<file path="src/rtl/fpu_pkg.sv">
// Shared definitions for the FPU issue path: opcode values, dispatcher state
// encoding and the captured-instruction record.
package fpu_pkg;

  localparam logic [5:0] ABS_S   = 6'd54;
  localparam logic [5:0] NEG_S   = 6'd55;
  localparam logic [5:0] ADD_S   = 6'd56;
  localparam logic [5:0] SUB_S   = 6'd57;
  localparam logic [5:0] MUL_S   = 6'd58;
  localparam logic [5:0] DIV_S   = 6'd59;
  localparam logic [5:0] CVT_S_W = 6'd60;
  localparam logic [5:0] CVT_W_S = 6'd61;
  localparam logic [5:0] MOV_S   = 6'd62;
  localparam logic [5:0] SQRT_S  = 6'd63;

  typedef enum logic [1:0] {
    ST_IDLE  = 2'd0,
    ST_START = 2'd1,
    ST_WAIT  = 2'd2,
    ST_WB    = 2'd3
  } disp_state_e;

  typedef struct packed {
    logic [5:0]  inst_num;
    logic [31:0] fs;
    logic [31:0] ft;
    logic [4:0]  fd;
  } fpu_issue_t;

endpackage

</file>
<file path="src/rtl/fpu_exec_dispatcher.sv">
// Drives one FPU exec element through start/complete for a single instruction,
// with an illegal-opcode reject path and a hung-element timeout.
module fpu_exec_dispatcher
  import fpu_pkg::*;
#(
  parameter int START_CYCLES = 2,
  parameter int TIMEOUT      = 64,
  parameter int INST_LO      = 54,
  parameter int INST_HI      = 63
) (
  input  logic        clk,
  input  logic        reset,
  input  logic        issue_valid,
  output logic        issue_ready,
  input  logic [5:0]  issue_inst_num,
  input  logic [31:0] issue_fs,
  input  logic [31:0] issue_ft,
  input  logic [4:0]  issue_fd,
  output logic        elem_reset,
  output logic [5:0]  elem_inst_num,
  output logic [31:0] elem_fs,
  output logic [31:0] elem_ft,
  input  logic        elem_completed,
  input  logic [31:0] elem_out,
  output logic        wb_valid,
  input  logic        wb_ready,
  output logic [4:0]  wb_fd,
  output logic [31:0] wb_data,
  output logic        wb_illegal,
  output logic        wb_timeout
);

  localparam int CNT_MAX = (TIMEOUT > START_CYCLES) ? TIMEOUT : START_CYCLES;
  localparam int CW      = $clog2(CNT_MAX + 1);
  localparam logic [CW-1:0] START_LAST = CW'(START_CYCLES - 1);
  localparam logic [CW-1:0] WAIT_LAST  = CW'(TIMEOUT - 1);

  disp_state_e   state_q, state_d;
  logic [CW-1:0] cnt_q, cnt_d;
  fpu_issue_t    op_q, op_d;
  logic [31:0]   wb_data_q, wb_data_d;
  logic          illegal_q, illegal_d;
  logic          timeout_q, timeout_d;
  logic          issue_ready_q, issue_ready_d;
  logic          elem_reset_q, elem_reset_d;
  logic          wb_valid_q, wb_valid_d;
  logic          issue_legal_s;

  assign issue_legal_s = (int'({26'd0, issue_inst_num}) >= INST_LO) &&
                         (int'({26'd0, issue_inst_num}) <= INST_HI);

  // State register
  always_ff @(posedge clk or negedge reset) begin
    if (!reset) begin
      state_q <= ST_IDLE;
    end else begin
      state_q <= state_d;
    end
  end

  // Next-state logic
  always_comb begin
    state_d = state_q;
    case (state_q)
      ST_IDLE: begin
        if (issue_valid) begin
          state_d = issue_legal_s ? ST_START : ST_WB;
        end else begin
          state_d = ST_IDLE;
        end
      end
      ST_START: begin
        if (cnt_q == START_LAST) begin
          state_d = ST_WAIT;
        end else begin
          state_d = ST_START;
        end
      end
      ST_WAIT: begin
        // Completion is checked first so it wins over a same-edge timeout.
        if (elem_completed || (cnt_q == WAIT_LAST)) begin
          state_d = ST_WB;
        end else begin
          state_d = ST_WAIT;
        end
      end
      ST_WB: begin
        if (wb_ready) begin
          state_d = ST_IDLE;
        end else begin
          state_d = ST_WB;
        end
      end
      default: state_d = ST_IDLE;
    endcase
  end

  // Output and datapath next-values
  always_comb begin
    cnt_d     = cnt_q;
    op_d      = op_q;
    wb_data_d = wb_data_q;
    illegal_d = illegal_q;
    timeout_d = timeout_q;
    case (state_q)
      ST_IDLE: begin
        cnt_d = '0;
        if (issue_valid) begin
          op_d.inst_num = issue_inst_num;
          op_d.fs       = issue_fs;
          op_d.ft       = issue_ft;
          op_d.fd       = issue_fd;
          if (issue_legal_s) begin
            illegal_d = 1'b0;
          end else begin
            wb_data_d = 32'd0;
            illegal_d = 1'b1;
          end
        end else begin
          op_d = op_q;
        end
      end
      ST_START: begin
        if (cnt_q == START_LAST) begin
          cnt_d = '0;
        end else begin
          cnt_d = cnt_q + CW'(1);
        end
      end
      ST_WAIT: begin
        if (elem_completed) begin
          wb_data_d = elem_out;
          timeout_d = 1'b0;
        end else if (cnt_q == WAIT_LAST) begin
          wb_data_d = 32'd0;
          timeout_d = 1'b1;
        end else begin
          cnt_d = cnt_q + CW'(1);
        end
      end
      ST_WB: begin
        if (wb_ready) begin
          illegal_d = 1'b0;
          timeout_d = 1'b0;
        end else begin
          illegal_d = illegal_q;
        end
      end
      default: cnt_d = '0;
    endcase
    issue_ready_d = (state_d == ST_IDLE);
    elem_reset_d  = (state_d == ST_START);
    wb_valid_d    = (state_d == ST_WB);
  end

  // Datapath and registered outputs
  always_ff @(posedge clk or negedge reset) begin
    if (!reset) begin
      cnt_q         <= '0;
      op_q          <= '0;
      wb_data_q     <= 32'd0;
      illegal_q     <= 1'b0;
      timeout_q     <= 1'b0;
      issue_ready_q <= 1'b1;
      elem_reset_q  <= 1'b0;
      wb_valid_q    <= 1'b0;
    end else begin
      cnt_q         <= cnt_d;
      op_q          <= op_d;
      wb_data_q     <= wb_data_d;
      illegal_q     <= illegal_d;
      timeout_q     <= timeout_d;
      issue_ready_q <= issue_ready_d;
      elem_reset_q  <= elem_reset_d;
      wb_valid_q    <= wb_valid_d;
    end
  end

  assign issue_ready   = issue_ready_q;
  assign elem_reset    = elem_reset_q;
  assign elem_inst_num = op_q.inst_num;
  assign elem_fs       = op_q.fs;
  assign elem_ft       = op_q.ft;
  assign wb_valid      = wb_valid_q;
  assign wb_fd         = op_q.fd;
  assign wb_data       = wb_data_q;
  assign wb_illegal    = illegal_q;
  assign wb_timeout    = timeout_q;

endmodule
</file>
<file path="config.mk">
export PLATFORM = sky130hd
export DESIGN_NAME = fpu_exec_dispatcher
export DESIGN_NICKNAME = d
export VERILOG_FILES = /design/src/rtl/fpu_pkg.sv /design/src/rtl/fpu_exec_dispatcher.sv
export SDC_FILE = /design/constraint.sdc
export NUM_CORES = 1
export LEC_CHECK = 0
export ABC_AREA = 1
export BUFFER_PORTS_ARGS = -buffer_cell sky130_fd_sc_hd__buf_2
export CAP_MARGIN = 20
export CORE_MARGIN = 2
export CORE_UTILIZATION = 51
export CTS_BUF_LIST = sky130_fd_sc_hd__clkbuf_16
export DETAILED_ROUTE_END_ITERATION = 12
export PLACE_DENSITY = 0.82
export REMOVE_ABC_BUFFERS = 1
export SLEW_MARGIN = 30
export SYNTH_ARGS = -nofsm -noshare
export SYNTH_HDL_FRONTEND = slang
export SYNTH_SLANG_ARGS = --single-unit
</file>
<file path="constraint.sdc">
create_clock -name clk -period 3.1 [get_ports clk]
set_input_delay 0.93 -clock clk [delete_from_list [all_inputs] [get_ports clk]]
set_output_delay 0.93 -clock clk [all_outputs]
set_load 0.02 [all_outputs]
</file>
After elaboration in Yosys (flattened, before gate mapping)
Index checks and enable logic that the tools add are counted.
- flip-flop bits (word level): 121
- word-level logic and storage cells: 61
- output and inout port bits: 112
- input bits: 112
- multiplexer cells: 22
- equal/unequal tests: 13
- order comparisons: 1
- reductions and logical operators: 12
- add/sub/neg operators: 1
- operator list (cell ; number):
    $mux 32 ; 4
    $pmux 32 s2 ; 1
    $mux 7 ; 3
    $pmux 7 s3 ; 1
    $ne 2x2->1 const B ; 5
    $reduce_and 3->1 ; 3
    $mux 2 ; 4
    $pmux 2 s4 ; 1
    $add 7x1->7 const B ; 1
    $eq 7x1->1 const B ; 1
    $eq 7x6->1 const B ; 1
    $eq 2x2->1 const B ; 3
    $ge 6x6->1 const B ; 1
    $mux 1 ; 6
    $reduce_bool 2->1 ; 3
    $eq 2x1->1 const B ; 2
    $logic_not 2->1 ; 2
    $pmux 1 s2 ; 2
    $reduce_and 4->1 ; 1
    $ne 3x3->1 const B ; 1
    $reduce_bool 3->1 ; 1
    $reduce_and 2->1 ; 1
    $logic_or 1x1->1 ; 1

Longest topological paths before layout
Gate-level depths: netlist of the first run.
- depth in word-level cells: 5
- depth in mapped cells: 10
- mapped depth without buffers: 9

Worst setup path before layout of the first run
No wires, ideal clock.
- path kind: in2reg
- start: input issue_valid
- end: register wb_data_q[23] (netlist: wb_data[23])
- required time: 2.982 ns
- buffers on the path: 1
- data arrival time: 1.606 ns
- setup time: 0.118 ns
- slack: 1.376 ns
- cell stages on the path: 8
- path through: nand2_1 inv_2 nand2_1 o21ai_2 nand2_4 buf_6 nand2_1 o21ai_2
- cells in the longest elaborated chain, start to end: 2
- RTL lines (what ; RTL line ; RTL):
    from (decl) ; fpu_exec_dispatcher.sv:13 ; input logic issue_valid,
    $ne 2x2->1 (no line) ; -- ;
    $reduce_and 4->1 (no line) ; -- ;
    to (signal assigned) ; fpu_exec_dispatcher.sv:170 ; wb_data_q <= wb_data_d;
    to (decl) ; fpu_exec_dispatcher.sv:41 ; logic [31:0] wb_data_q, wb_data_d;
Every way passes these cells.
A chain may end at the register's enable or synchronous reset.

Worst setup path after layout of the first run
- start: register state_q[0]
- end: register wb_data_q[30] (netlist: wb_data[30])
- cells in the longest elaborated chain, start to end: 3
- elaborated cells between the ends (all ways): 8
- those cells by class: eq/ne: 4; mux: 1; reduce/logical: 3
- RTL lines (what ; RTL line ; RTL):
    from (decl) ; fpu_exec_dispatcher.sv:38 ; disp_state_e state_q, state_d;
    from (signal assigned) ; fpu_exec_dispatcher.sv:57 ; state_q <= state_d;
    $eq 2x2->1 / $logic_not 2->1 (equally long branches) ; fpu_exec_dispatcher.sv:105 ; case (state_q)
    $ne 3x3->1 (no line) (tied with other cells) ; -- ;
    $reduce_and 4->1 (no line) ; -- ;
Several ways; a longest one is shown, not always the timed one.

==> impl_metrics.csv, run 1 <==
group,metric,value,unit
global_routing,grt_pass1_vias,4479,
synthesis,synthXorXnorAreaFrac,0.003420,
finish,final_layout_size_suffix_gt1_frac,0.3678,
global_routing,grt_max_degree,78,
synthesis,synth_cells,580,
global_routing,grt_pass1_wl,20900,microns
setup_path,path_class,"flop to flop",
setup_path,cp.required,3.36,ns
run_status,status,"finished, final reports clean",
synthesis,synth-compound-area-share,0.07159,
floorplan,die-height,104.2,microns
finish,fin_area,6893,sq um
finish,multi_input_area,1859,sq um
setup_path,cp_max_fo,64,
synthesis,synth_seq_area_share,0.5915,
floorplan,placementRows,36,
global_routing,grt_use_total,0.2410,
sta,finalCriticalPeriod,2.114,ns
cts,cts_hold_buffers,0,
synthesis,yosys.cell_types.count,25,
power,pwr-share-comb,0.406,
sta,holdWs,0.4697,ns
sta,rsz0062_at_grt,"no",
power,ir_drop,0.5277,mV
synthesis,synth_top_family_by_area,"simple AND/OR/NAND/NOR gates",
sta,slew_headroom,0.4744,
cts,clk_latency,0.41,ns
cts,cts_tree,"yes",
cts,clk_path_buf_depth,2,
synthesis,synthSimpleGateAreaFrac,0.2705,
setup_path,start_kind,"flop",
finish,fillers,758,
route,drt-total-wl,12640,microns
synthesis,synth.cell_area,5121,sq um
synthesis,avgSynthCellArea,8.830,sq um
cts,clk_pin_slew,0.05,ns
setup_path,cp-end-kind,"flop",
cts,cts-root-buf,"clkbuf_16",
power,p_sw,3176,uW
global_routing,antenna_found_initial,0,
cts,cts_max_level,4,
finish,seq_area,3029,sq um
synthesis,synth_area_leaders,"dfrtp_1 59%, nand2_1 24%, o21ai_2 5.6%, ha_1 1.7%, inv_1 1.3%",
finish,area_growth,34.60,%
sta,worst_pin_slew,0.7885,ns
route,vias_per_cell,4.841,
synthesis,yosysTopAreaCellShare,0.5864,
route,drtAntennaViolNets,0,
sta,final-max-slew-violation-count,0,
route,vias,4580,
floorplan,io_pins,224,
route,drtIter0Drc,351,
power,power.density,1118,nW/um^2
route,drc,0,
placement,placedInstanceArea,6302,sq um
route,wl_per_cell,13.36,microns
power,swShare,0.4122,
global_routing,grt_overflow,0,
route,firstDrtPassIters,7,
cts,cts_setup_buffers,0,
sta,clock_skew,0.01016,ns
sta,finalSetupViolations,0,
finish,utilization,0.7052,
finish,antenna_cells,0,
floorplan,die_width,104.2,microns
run,cap_violations,0,
cts,cts.sinks,121,
min_path,hp-class,"flop to flop",
sta,hold_viol,0,
floorplan,core_area,9774,sq um
synthesis,synth-seq-cells,121,
setup_path,arrival,2.38,ns
floorplan,dieArea,10860,sq um
power,p_total,7706,uW
placement,place_congestion,0.8400,
power,sequentialPowerShare,0.338,
sta,timing.final.crit_share,0.6819,
synthesis,synthAdderAreaFrac,0.01710,
synthesis,yosys.area.top_type,"dfrtp_1",
power,clockPowerShare,0.256,
finish,final_net_count,920,
power,leakagePower,0.003980,uW
synthesis,synth_mux_area_frac,0,
cts,numCtsBuffers,17,
cts,ctsResizeCount,0,
floorplan,start_util,0.5239,
placement,dp_hpwl,9104,microns
synthesis,yosysWarnings,0,
placement,io_buffers,223,
sta,fmax,473.1,MHz
power,p_int,4530,uW
## worst paths after layout
| path | cells past startpoint | slack, ns | end | startpoint |
|---|---|---|---|---|
| worst max-delay path | 7 | 0.99 | wb_data[30] | state_q[0] |
| worst min-delay path | 2 | 0.47 | elem_inst_num[4] | elem_inst_num[4] |
| worst max register to register | 7 | 0.99 | wb_data[30] | state_q[0] |
| worst min register to register | 2 | 0.47 | elem_inst_num[4] | elem_inst_num[4] |
| max in group asynchronous | 2 | 1.89 | elem_fs[5] | reset |
| min in group asynchronous | 1 | 0.52 | wb_data[21] | reset |
## synth_stat cells
master	instances
a21oi_1	5
buf_1	3
buf_2	8
buf_4	1
buf_6	6
clkbuf_1	8
dfrtp_1	120
dfstp_2	1
ha_1	7
inv_1	18
inv_2	3
nand2_1	324
nand2_2	3
nand2_4	1
nand3_1	11
nand3_2	1
nand4_1	2
nor2_1	10
nor2_2	1
nor2_4	1
o211ai_1	1
o21ai_0	9
o21ai_2	33
or2_2	1
xor2_1	2
## placed cells by master, fill, tap and decap left out
cell and instances:
a21oi_1 5, buf_12 1, buf_2 222, buf_4 5
bufinv_16 4, clkbuf_16 17, clkinv_1 3, clkinv_2 3
clkinvlp_4 1, dfrtp_1 120, dfstp_2 1, ha_1 7
inv_1 21, inv_2 3, nand2_1 323, nand2_2 4
nand2_4 1, nand3_1 11, nand3_2 1, nand4_1 2
nor2_1 10, nor2_2 1, nor2_4 1, o211ai_1 1
o21ai_0 9, o21ai_2 33, or2_2 1, xor2_1 2
## area by class of cell
class                      instances  area share
tap                              133     0.02414
clock inverter                    14     0.02396
timing repair buffer             228      0.1695
multi-input combinational        412      0.2697
sequential                       121      0.4395
inverter                          21     0.01144
clock buffer                      17     0.06172
## cell families after synthesis
family / count (synthesis)
flip-flops: 121
buffers and inverters: 47
AO/OA/AOI/OAI: 48
adder cells (fa/ha/maj): 7
AND/OR/NAND/NOR: 355
XOR/XNOR: 2
## power groups by stage
stage	Sequential [uW]	Combinational, uW	Clock (uW)
global route	2690	3450	2070
detailed placement	2620	3150	0
CTS	2600	3170	2000
finish	2610	3130	1970
global placement	2590	3060	0
floorplan	3390	1230	0
## state kept, by name (all words and copies together), names as in the netlist
name           count
elem_fs           32
elem_ft           32
wb_data           32
cnt_q              7
elem_inst_num      6
wb_fd              5
state_q            2
elem_reset         1
issue_ready        1
wb_illegal         1
wb_timeout         1
wb_valid           1
## layer usage
metal | vias to the layer above | share of wire | global-route usage
li1 | 2228 | - | -
met1 | 2134 | 0.42 | 0.2972
met2 | 197 | 0.50 | 0.4046
met3 | 21 | 0.068 | 0.07268
met4 | 0 | 0.016 | 0.08494
met5 | - | 0 | 0
## critical path, stage by stage (launching register included)
cell and delay, ns:
dfrtp_1 0.40, inv_1 0.12, ha_1 0.34, inv_1 0.15
o21ai_2 0.21, nand2_4 0.42, nand2_1 0.22, o21ai_2 0.07
## through the flow
step	cells	setup TNS (ns)	setup WS, ns
floorplan	554	-41.21	-0.9390
global placement	915	0	0.8784
detailed placement	915	0	0.8015
CTS	946	0	0.9783
global route	946	0	0.8161
finish	946	0	0.9862
Note: power is estimated with default switching activity, not from simulation.
==> run 2: changes to the inputs <==
Settings changed: CORE_UTILIZATION 51 to 47, PLACE_DENSITY 0.82 to 0.76.
Clock period 3.1 ns to 2 ns, I/O delays scaled along.
==> run 2 against run 1 <==
Compared with the run above: core utilization down 5.7 points; register-to-register slack worse by 0.78 ns; sequential share of layout area down 0.47 points; cell area up 1.1%.
==> impl_metrics.csv, run 2 (synthesis gave the netlist of run 1 again) <==
group,metric,value,unit
placement,placedCellCount,926,
global_routing,grt_pass1_vias,4318,
route,firstDrtPassIters,5,
setup_path,cp_max_fo,12,
setup_path,path_class,"flop to flop",
global_routing,grt_pass1_wl,20190,microns
global_routing,grt_overflow,0,
route,wl_met3,1142,microns
power,ir_drop,0.9205,mV
setup_path,r2r-end,"wb_data[5]",
power,power.density,1717,nW/um^2
sta,rsz0062_at_grt,"no",
finish,final_cells,958,
setup_path,rr_worst_depth,8,
placement,io_buffers,223,
route,drtIter0Drc,304,
floorplan,die_width,108.4,microns
cts,cts_max_level,4,
cts,clk_pin_slew,0.06,ns
route,wl_per_cell,13.24,microns
setup_path,cp-end-kind,"flop",
floorplan,core_area,10750,sq um
floorplan,start_util,0.4766,
setup_path,start_kind,"flop",
run,cap_violations,0,
floorplan,io_pins,224,
finish,final_layout_size_suffix_gt1_frac,0.3753,
sta,finalSetupViolations,0,
setup_path,cp.required,2.30,ns
min_path,hp-class,"primary input to asynchronous set/reset pin",
sta,holdWs,0.1275,ns
finish,area_growth,36.04,%
global_routing,grt_max_degree,78,
cts,cts-root-buf,"clkbuf_16",
cts,cts_hold_buffers,0,
sta,slew_headroom,0.7058,
sta,clock_skew,0.01573,ns
route,drtAntennaViolNets,0,
placement,place_congestion,0.8344,
setup_path,r2r_slack,0.21,ns
sta,fmax,558.0,MHz
setup_path,arrival,2.09,ns
cts,ctsResizeCount,0,
floorplan,die-height,108.4,microns
finish,utilization,0.6483,
run_status,status,"finished, final reports clean",
global_routing,antenna_found_initial,1,
setup_path,crit_end,"wb_data[5]",
finish,final_net_count,924,
power,leakagePower,0.004007,uW
cts,clk_latency,0.41,ns
sta,hold_viol,0,
route,drc,0,
route,dr.max_layer_used,"met5",
sta,timing.final.crit_share,0.8961,
finish,antenna_cells,0,
cts,clk_path_buf_depth,2,
route,drt-total-wl,12680,microns
sta,fin_ws,0.2078,ns
finish,fillers,881,
floorplan,placementRows,38,
cts,cts_tree,"yes",
placement,dp_slack,0.2176,ns
finish,multi_input_area,1859,sq um
global_routing,grt_use_total,0.2200,
sta,final-max-slew-violation-count,0,
route,vias,4563,
sta,finalCriticalPeriod,1.792,ns
placement,dp_hpwl,9122,microns
finish,mostFrequentLayoutCells,"323 x nand2_1, 222 x buf_2, 120 x dfrtp_1",
route,route.met2.wl,5967,microns
cts,cts_setup_buffers,0,
setup_path,crit_path_start,"state_q[0]",
finish,layout_commonest_cell,"nand2_1",
floorplan,dieArea,11750,sq um
sta,worst_pin_slew,0.4413,ns
setup_path,r2r_start,"state_q[0]",
route,wl_met1,5388,microns
cts,cts.sinks,121,
finish,seq_area,3029,sq um
route,vias_per_cell,4.763,
cts,numCtsBuffers,17,
-- run 2: worst max-delay path, stage by stage (launching register included) --
cell and delay [ns]:
dfrtp_1 0.40, inv_1 0.12, ha_1 0.34, inv_1 0.14, o21ai_2 0.19, nand2_4 0.15, buf_4 0.21, nand2_1 0.08
o21ai_2 0.05
-- run 2: layer usage --
metal | vias up | GRT usage
li1 | 2240 | -
met1 | 2106 | 0.2773
met2 | 197 | 0.3625
met3 | 18 | 0.06691
met4 | 2 | 0.07418
met5 | - | 0
-- run 2: worst min-delay path by stage --
stage	endpoint	cells past startpoint
after floorplan	cnt_q[0]	0
after global placement	elem_fs[7]	2
after global routing	state_q[1]	1
final	wb_data[25]	1
after detailed placement	elem_fs[18]	2
after CTS	wb_data[25]	1
-- run 2: through the flow --
step / total power [uW] / area [sq um] / setup TNS (ns)
floorplan: 7164 / 4965 / -130.28
global placement: 8969 / 6404 / 0
detailed placement: 9141 / 6404 / 0
CTS: 12070 / 6967 / 0
global route: 12790 / 6967 / 0
finish: 11960 / 6967 / 0
-- run 2: cell type report --
type                    count  share of cell area
clock buffers              17             0.06106
repair buffers            232              0.1810
flip-flops and latches    121              0.4348
inverters                  21             0.01131
well taps                 140             0.02514
clock inverters            15             0.01976
multi-input cells         412              0.2669
-- run 2: power by group --
part / internal (uW) / total [uW] / leakage [uW] / switching (uW)
clock: 1810 / 2880 / 0.000282 / 1070
sequential: 3490 / 4050 / 0.00156 / 557
combinational: 1650 / 5040 / 0.00217 / 3390
